==> config.mk <==
export PLATFORM = sky130hd
export DESIGN_NAME = wb_stage_mp
export DESIGN_NICKNAME = d
export VERILOG_FILES = /design/src/rtl/wb_stage_mp.sv
export SDC_FILE = /design/constraint.sdc
export NUM_CORES = 1
export LEC_CHECK = 0
export CAP_MARGIN = 40
export CORE_ASPECT_RATIO = 1.4
export CORE_MARGIN = 10
export CORE_UTILIZATION = 45
export CTS_BUF_LIST = sky130_fd_sc_hd__clkbuf_8
export CTS_CLUSTER_SIZE = 40
export DETAILED_ROUTE_END_ITERATION = 8
export GPL_ROUTABILITY_DRIVEN = 1
export PLACE_DENSITY = 0.87
export SLEW_MARGIN = 20
export SYNTH_ARGS = -nofsm -noshare
export SYNTH_HDL_FRONTEND = slang
export SYNTH_SLANG_ARGS = --single-unit
==> constraint.sdc <==
create_clock -name clk -period 11.3 [get_ports clk]
set_input_delay 1.695 -clock clk [delete_from_list [all_inputs] [get_ports clk]]
set_output_delay 1.695 -clock clk [all_outputs]
set_load 0.02 [all_outputs]
==> src/rtl/wb_stage_mp.sv <==
// Writeback stage: holds one multi-lane bundle and retires its pending lanes
// onto RF_PORTS regfile write ports, draining same-register writes in lane order.
module wb_lane_slot #(
  parameter int DATA_W = 32,
  parameter int AW     = 5,
  parameter int STRB_W = DATA_W/8,
  parameter int LANE_W = 32+1+STRB_W+AW+DATA_W
) (
  input  logic              clk,
  input  logic              cap,
  input  logic [LANE_W-1:0] lane_in,
  output logic              elig,
  output logic [31:0]       pc,
  output logic [STRB_W-1:0] strb,
  output logic [AW-1:0]     waddr,
  output logic [DATA_W-1:0] wdata
);
  localparam int VLD_B = DATA_W+AW+STRB_W;

  logic [LANE_W-2:0] lane_q;

  // Only lanes that really write a nonzero register ever become pending.
  assign elig = lane_in[VLD_B] && (lane_in[DATA_W+AW +: STRB_W] != '0)
                && (lane_in[DATA_W +: AW] != '0);

  always_ff @(posedge clk)
    if (cap) lane_q <= {lane_in[LANE_W-1 -: 32], lane_in[VLD_B-1:0]};

  assign {pc, strb, waddr, wdata} = lane_q;
endmodule

module wb_stage_mp #(
  parameter int LANES    = 2,
  parameter int RF_PORTS = 1,
  parameter int DATA_W   = 32,
  parameter int AW       = 5,
  parameter int STRB_W   = DATA_W/8,
  parameter int LANE_W   = 32+1+STRB_W+AW+DATA_W
) (
  input  logic                            clk,
  input  logic                            reset,
  output logic                            ws_allowin,
  input  logic                            ms_to_ws_valid,
  input  logic [LANES*LANE_W-1:0]         ms_to_ws_bus,
  input  logic                            ws_flush,
  output logic [RF_PORTS*(STRB_W+AW+DATA_W)-1:0] ws_to_rf_bus,
  output logic [RF_PORTS*32-1:0]          debug_wb_pc,
  output logic [RF_PORTS*STRB_W-1:0]      debug_wb_rf_we,
  output logic [RF_PORTS*AW-1:0]          debug_wb_rf_waddr,
  output logic [RF_PORTS*DATA_W-1:0]      debug_wb_rf_wdata
);
  localparam int PORT_W = STRB_W+AW+DATA_W;
  localparam int LIDX_W = (LANES > 1) ? $clog2(LANES) : 1;

  logic                               ws_valid, ws_ready_go, cap, issue_en;
  logic                               stop, clash, placed;
  logic [LANES-1:0]                   pend, elig, issued;
  logic [LANES-1:0][31:0]             l_pc;
  logic [LANES-1:0][STRB_W-1:0]       l_strb;
  logic [LANES-1:0][AW-1:0]           l_waddr;
  logic [LANES-1:0][DATA_W-1:0]       l_wdata;
  logic [RF_PORTS-1:0]                port_vld;
  logic [RF_PORTS-1:0][LIDX_W-1:0]    port_lane;

  for (genvar g = 0; g < LANES; g++) begin : g_lane
    wb_lane_slot #(.DATA_W(DATA_W), .AW(AW), .STRB_W(STRB_W), .LANE_W(LANE_W)) u_slot (
      .clk     (clk),
      .cap     (cap),
      .lane_in (ms_to_ws_bus[g*LANE_W +: LANE_W]),
      .elig    (elig[g]),
      .pc      (l_pc[g]),
      .strb    (l_strb[g]),
      .waddr   (l_waddr[g]),
      .wdata   (l_wdata[g])
    );
  end

  assign issue_en    = ws_valid && !ws_flush && !reset;
  assign ws_ready_go = ((pend & ~issued) == '0);
  assign ws_allowin  = reset || !ws_valid || ws_ready_go || ws_flush;
  assign cap         = ms_to_ws_valid && ws_allowin && !ws_flush && !reset;

  // In-order scan: a lane hitting a full port set or a same-cycle waddr clash
  // halts the scan so later lanes never overtake it.
  always_comb begin
    issued    = '0;
    port_vld  = '0;
    port_lane = '0;
    stop      = 1'b0;
    clash     = 1'b0;
    placed    = 1'b0;
    for (int i = 0; i < LANES; i++) begin
      clash = 1'b0;
      for (int j = 0; j < i; j++)
        if (issued[j] && (l_waddr[j] == l_waddr[i])) clash = 1'b1;
      if (issue_en && pend[i] && !stop) begin
        if (clash || port_vld[RF_PORTS-1]) stop = 1'b1;
        else begin
          placed = 1'b0;
          for (int p = 0; p < RF_PORTS; p++)
            if (!placed && !port_vld[p]) begin
              port_vld[p]  = 1'b1;
              port_lane[p] = LIDX_W'(i);
              placed       = 1'b1;
            end
          issued[i] = 1'b1;
        end
      end
    end
  end

  always_comb begin
    ws_to_rf_bus      = '0;
    debug_wb_pc       = '0;
    debug_wb_rf_we    = '0;
    debug_wb_rf_waddr = '0;
    debug_wb_rf_wdata = '0;
    for (int p = 0; p < RF_PORTS; p++)
      for (int i = 0; i < LANES; i++)
        if (port_vld[p] && (port_lane[p] == LIDX_W'(i))) begin
          ws_to_rf_bus[p*PORT_W +: PORT_W]      = {l_strb[i], l_waddr[i], l_wdata[i]};
          debug_wb_pc[p*32 +: 32]               = l_pc[i];
          debug_wb_rf_we[p*STRB_W +: STRB_W]    = l_strb[i];
          debug_wb_rf_waddr[p*AW +: AW]         = l_waddr[i];
          debug_wb_rf_wdata[p*DATA_W +: DATA_W] = l_wdata[i];
        end
  end

  always_ff @(posedge clk) begin
    if (reset || ws_flush) begin
      ws_valid <= 1'b0;
      pend     <= '0;
    end else if (cap) begin
      ws_valid <= 1'b1;
      pend     <= elig;
    end else begin
      pend <= pend & ~issued;
      if (ws_allowin) ws_valid <= 1'b0;
    end
  end
endmodule

==> qor.csv <==
stage;metric;value;unit
placement;Placement Cell Area;0.00811;sq mm
placement;Cells after DPL;660;
hold_path;hold path startpoint;pend[0];
drt;routed length per instance;22.2;microns
clock_tree;CTS tree;built;
placement;dpl hpwl;11700;microns
synth;syn_area_per_cell;19.0;sq um
critical_path;crit end category;output pin;
placement;Setup WS pre-CTS;5090;ps
critical_path;crit-path leading delay family;buffers and inverters;
drt;Final ANT Viol Nets;0;
power_and_ir_drop;Worst VDD drop;0.142;mV
timing;Final WS setup;5090;ps
clock_tree;postcts setup bufs;0;
run;Max Cap Viol;0;
timing;clk_skew;7.39;ps
synth;simple-gate portion of the synthesized area;1.62;%
drt;via count;3530;
placement;RD Place Congestion;0.770;
synth;commonest register cell after synthesis;edfxtp_1;
timing;Final period util;55.0;%
synth;YS warnings;0;
synth;Synth top area share;77.7;%
synth;area leader, netlist;edfxtp_1;
synth;area share of fa/ha/maj cells after synthesis;0;%
clock_tree;post-cts resize count;0;
grt;global-route wire length before repair;22400;microns
placement;number of port buffers;266;
synth;register area share after synthesis;78.8;%
floorplanning;Horiz. Die Dim;115;microns
clock_tree;CTS sink count;149;
synth;Synth Instances;297;
floorplanning;total core area;0.0123;sq mm
timing;maximum clock rate;161;MHz
critical_path;worst stage delay on the critical path;740;ps
cells_and_area;non-filler cells, final;693;
run_status;status;completed;
timing;Max-Slew Margin vs Limit;51.2;%
timing;fin. max-slew vios;0;
floorplanning;initial core utilization;45.8;%
floorplanning;die area;0.0175;sq mm
clock_tree;Clk pin slew, worst setup/hold paths;80;ps
drt;DRT Pass-1 Iters;4;
hold_path;worst hold path class;reg -> reg;
critical_path;crit path buf inv count;3;
critical_path;R2R cell count;7;
timing;fin crit period;6210;ps
synth;Synth Area in XOR/XNOR;0;%
grt;initial antenna violation count;0;
clock_tree;CTS Buf Count;17;
drt;DRC;0;
critical_path;FF-to-FF End;pend[0];
synth;Async SR Flop Fraction;0;%
clock_tree;Clock Tree Buf Depth;2;
clock_tree;CTS HTree Levels;4;
synth;most common cell in the netlist;edfxtp_1;
synth;post-synthesis cell type count;16;
critical_path;CP Max Fanout;40;
timing;RSZ-0062 raised after global routing;no;
grt;vias in the first global route;3945;
cells_and_area;Layout Nets;682;
synth;syn nets;449;
critical_path;Worst path most repeated cell;clkdlybuf4s50_1;
cells_and_area;fraction of layout instances using a drive strength above 1;6.81;%
critical_path;CP required;9610;ps
synth;top post-synthesis cells by area;edfxtp_1 (78%), a22o_1 (11%), buf_4 (5.7%), buf_6 (1.4%), dfxtp_1 (1.1%);
grt;GRT Total Usage;16.8;%
hold_path;hold depth;2;
timing;final count of negative-setup-slack endpoints;0;
cells_and_area;Inserted Diodes;0;
synth;mux contribution to synthesized area;0;%
cells_and_area;fin area;0.00858;sq mm
timing;Final TNS setup;0;ps
hold_path;Hold Path Sink;pend[0];
clock_tree;insertion delay to the later sink of the worst-skew pair;420;ps
critical_path;crit path kind;in -> out;
critical_path;R2R Setup Slk;9050;ps
critical_path;RR Startpoint;pend[1];
synth;Post-synth EDFFs;146;
critical_path;worst-path cell chain;clkdlybuf4s50_1, nor2_4, and4b_2, buf_4, a22o_1, clkdlybuf4s50_1;
grt;largest net degree at the start of global routing;70;
grt;Overflow after GRT;0;
timing;endpoints failing hold;0;
clock_tree;CTS Hold Bufs;0;
synth;Post-synth top cells;edfxtp_1 (146), a22o_1 (73), buf_4 (43);
synth;main combinational cell family by area after synthesis;compound AO/OA/AOI/OAI gates;
critical_path;Worst path slowest cell;and4b_2;
drt;Starting DRT DRC Count;199;
cells_and_area;area growth from synthesis to layout;52.1;%
synth;area fraction in compound gates after synthesis;11.9;%
critical_path;crit path DAT;4520;ps
clock_tree;root buffer cell;clkbuf_8;
floorplanning;IO Pins;267;
power_and_ir_drop;PD cells;134;mW/mm^2
drt;WL final;15400;microns
power_and_ir_drop;Lkg Pwr;2.89;nW
floorplanning;Cell Rows;48;
critical_path;Setup crit start kind;input pin;
synth;Synth Register Bits;149;
synth;post-synth design cell area;0.00564;sq mm
timing;Worst Tran Pin Value;733;ps
floorplanning;chip height;152;microns
drt;vias per std cell;5.09;
power breakdown:
part | switching [mW] | internal (mW) | total (mW)
combinational | 0.0189 | 0.0494 | 0.0684
clock | 0.192 | 0.262 | 0.454
sequential | 0.00441 | 0.625 | 0.629
kinds of logic (layout without fill, tap and decap cells):
logic type / count (synthesis) / in the layout
flip-flops: 149 / 149
AO/OA/AOI/OAI: 77 / 77
AND/OR/NAND/NOR: 14 / 14
buffers and inverters: 57 / 303
worst max path at each step:
stage           from                     to  slack [ps]  depth (start not counted)
4_1_cts        reset       ws_to_rf_bus[33]        5060                          6
3_5_place_dp   reset       ws_to_rf_bus[33]        5090                          6
3_3_place_gp   reset   debug_wb_rf_waddr[2]        5170                          6
6_report       reset       ws_to_rf_bus[33]        5090                          6
5_1_grt        reset  debug_wb_rf_wdata[30]        4930                          6
2_1_floorplan  reset                pend[1]        5410                          4
state kept, by name, indices dropped and copies added, names as in the netlist:
| name | flops |
|---|---|
| g_lane.u_slot.lane_q | 146 |
| pend | 2 |
| ws_valid | 1 |
through the flow:
step / util (%) / power, mW / hold WS, ps
2_1_floorplan: - / 0.652 / 458
3_3_place_gp: 65.7 / 0.706 / 478
3_5_place_dp: 65.8 / 0.710 / 502
4_1_cts: 69.5 / 1.16 / 519
5_1_grt: 69.7 / 1.19 / 546
6_report: 69.7 / 1.15 / 517
final cells by class:
class | instances | area, sq um
well taps | 150 | 188
flip-flops and latches | 149 | 4440
fillers | 784 | 3730
clock buffers | 17 | 234
repair buffers | 271 | 2730
clock inverters | 15 | 213
multi-input cells | 91 | 768
cells in the final DEF (no fill, tap or decap), drive strengths merged:
cell	instances
a22o	73
and3	2
and4b	1
buf	5
bufinv	5
clkbuf	17
clkdlybuf4s50	266
clkinv	4
clkinvlp	1
dfxtp	3
edfxtp	146
inv	5
nand2	4
nand3	1
nand3b	1
nor2	1
o2111ai	2
o21ai	1
o31ai	1
or4	4
metal layers:
metal  track usage (%)  share of wire, %  wire [microns]
met4              7.96               2.9             446
met1              16.2                34            5200
met5                 0                 0               0
met3              7.88                10            1560
met2              29.0                53            8150
worst reg2reg max path, cell delays in order (launching register included):
cell and delay, ps:
dfxtp_1 350, nand3_1 100, and3_4 310, buf_16 290, buf_4 550, buf_12 300, o2111ai_1 180, o21ai_1 100
(Power assumes the default switching activity.)
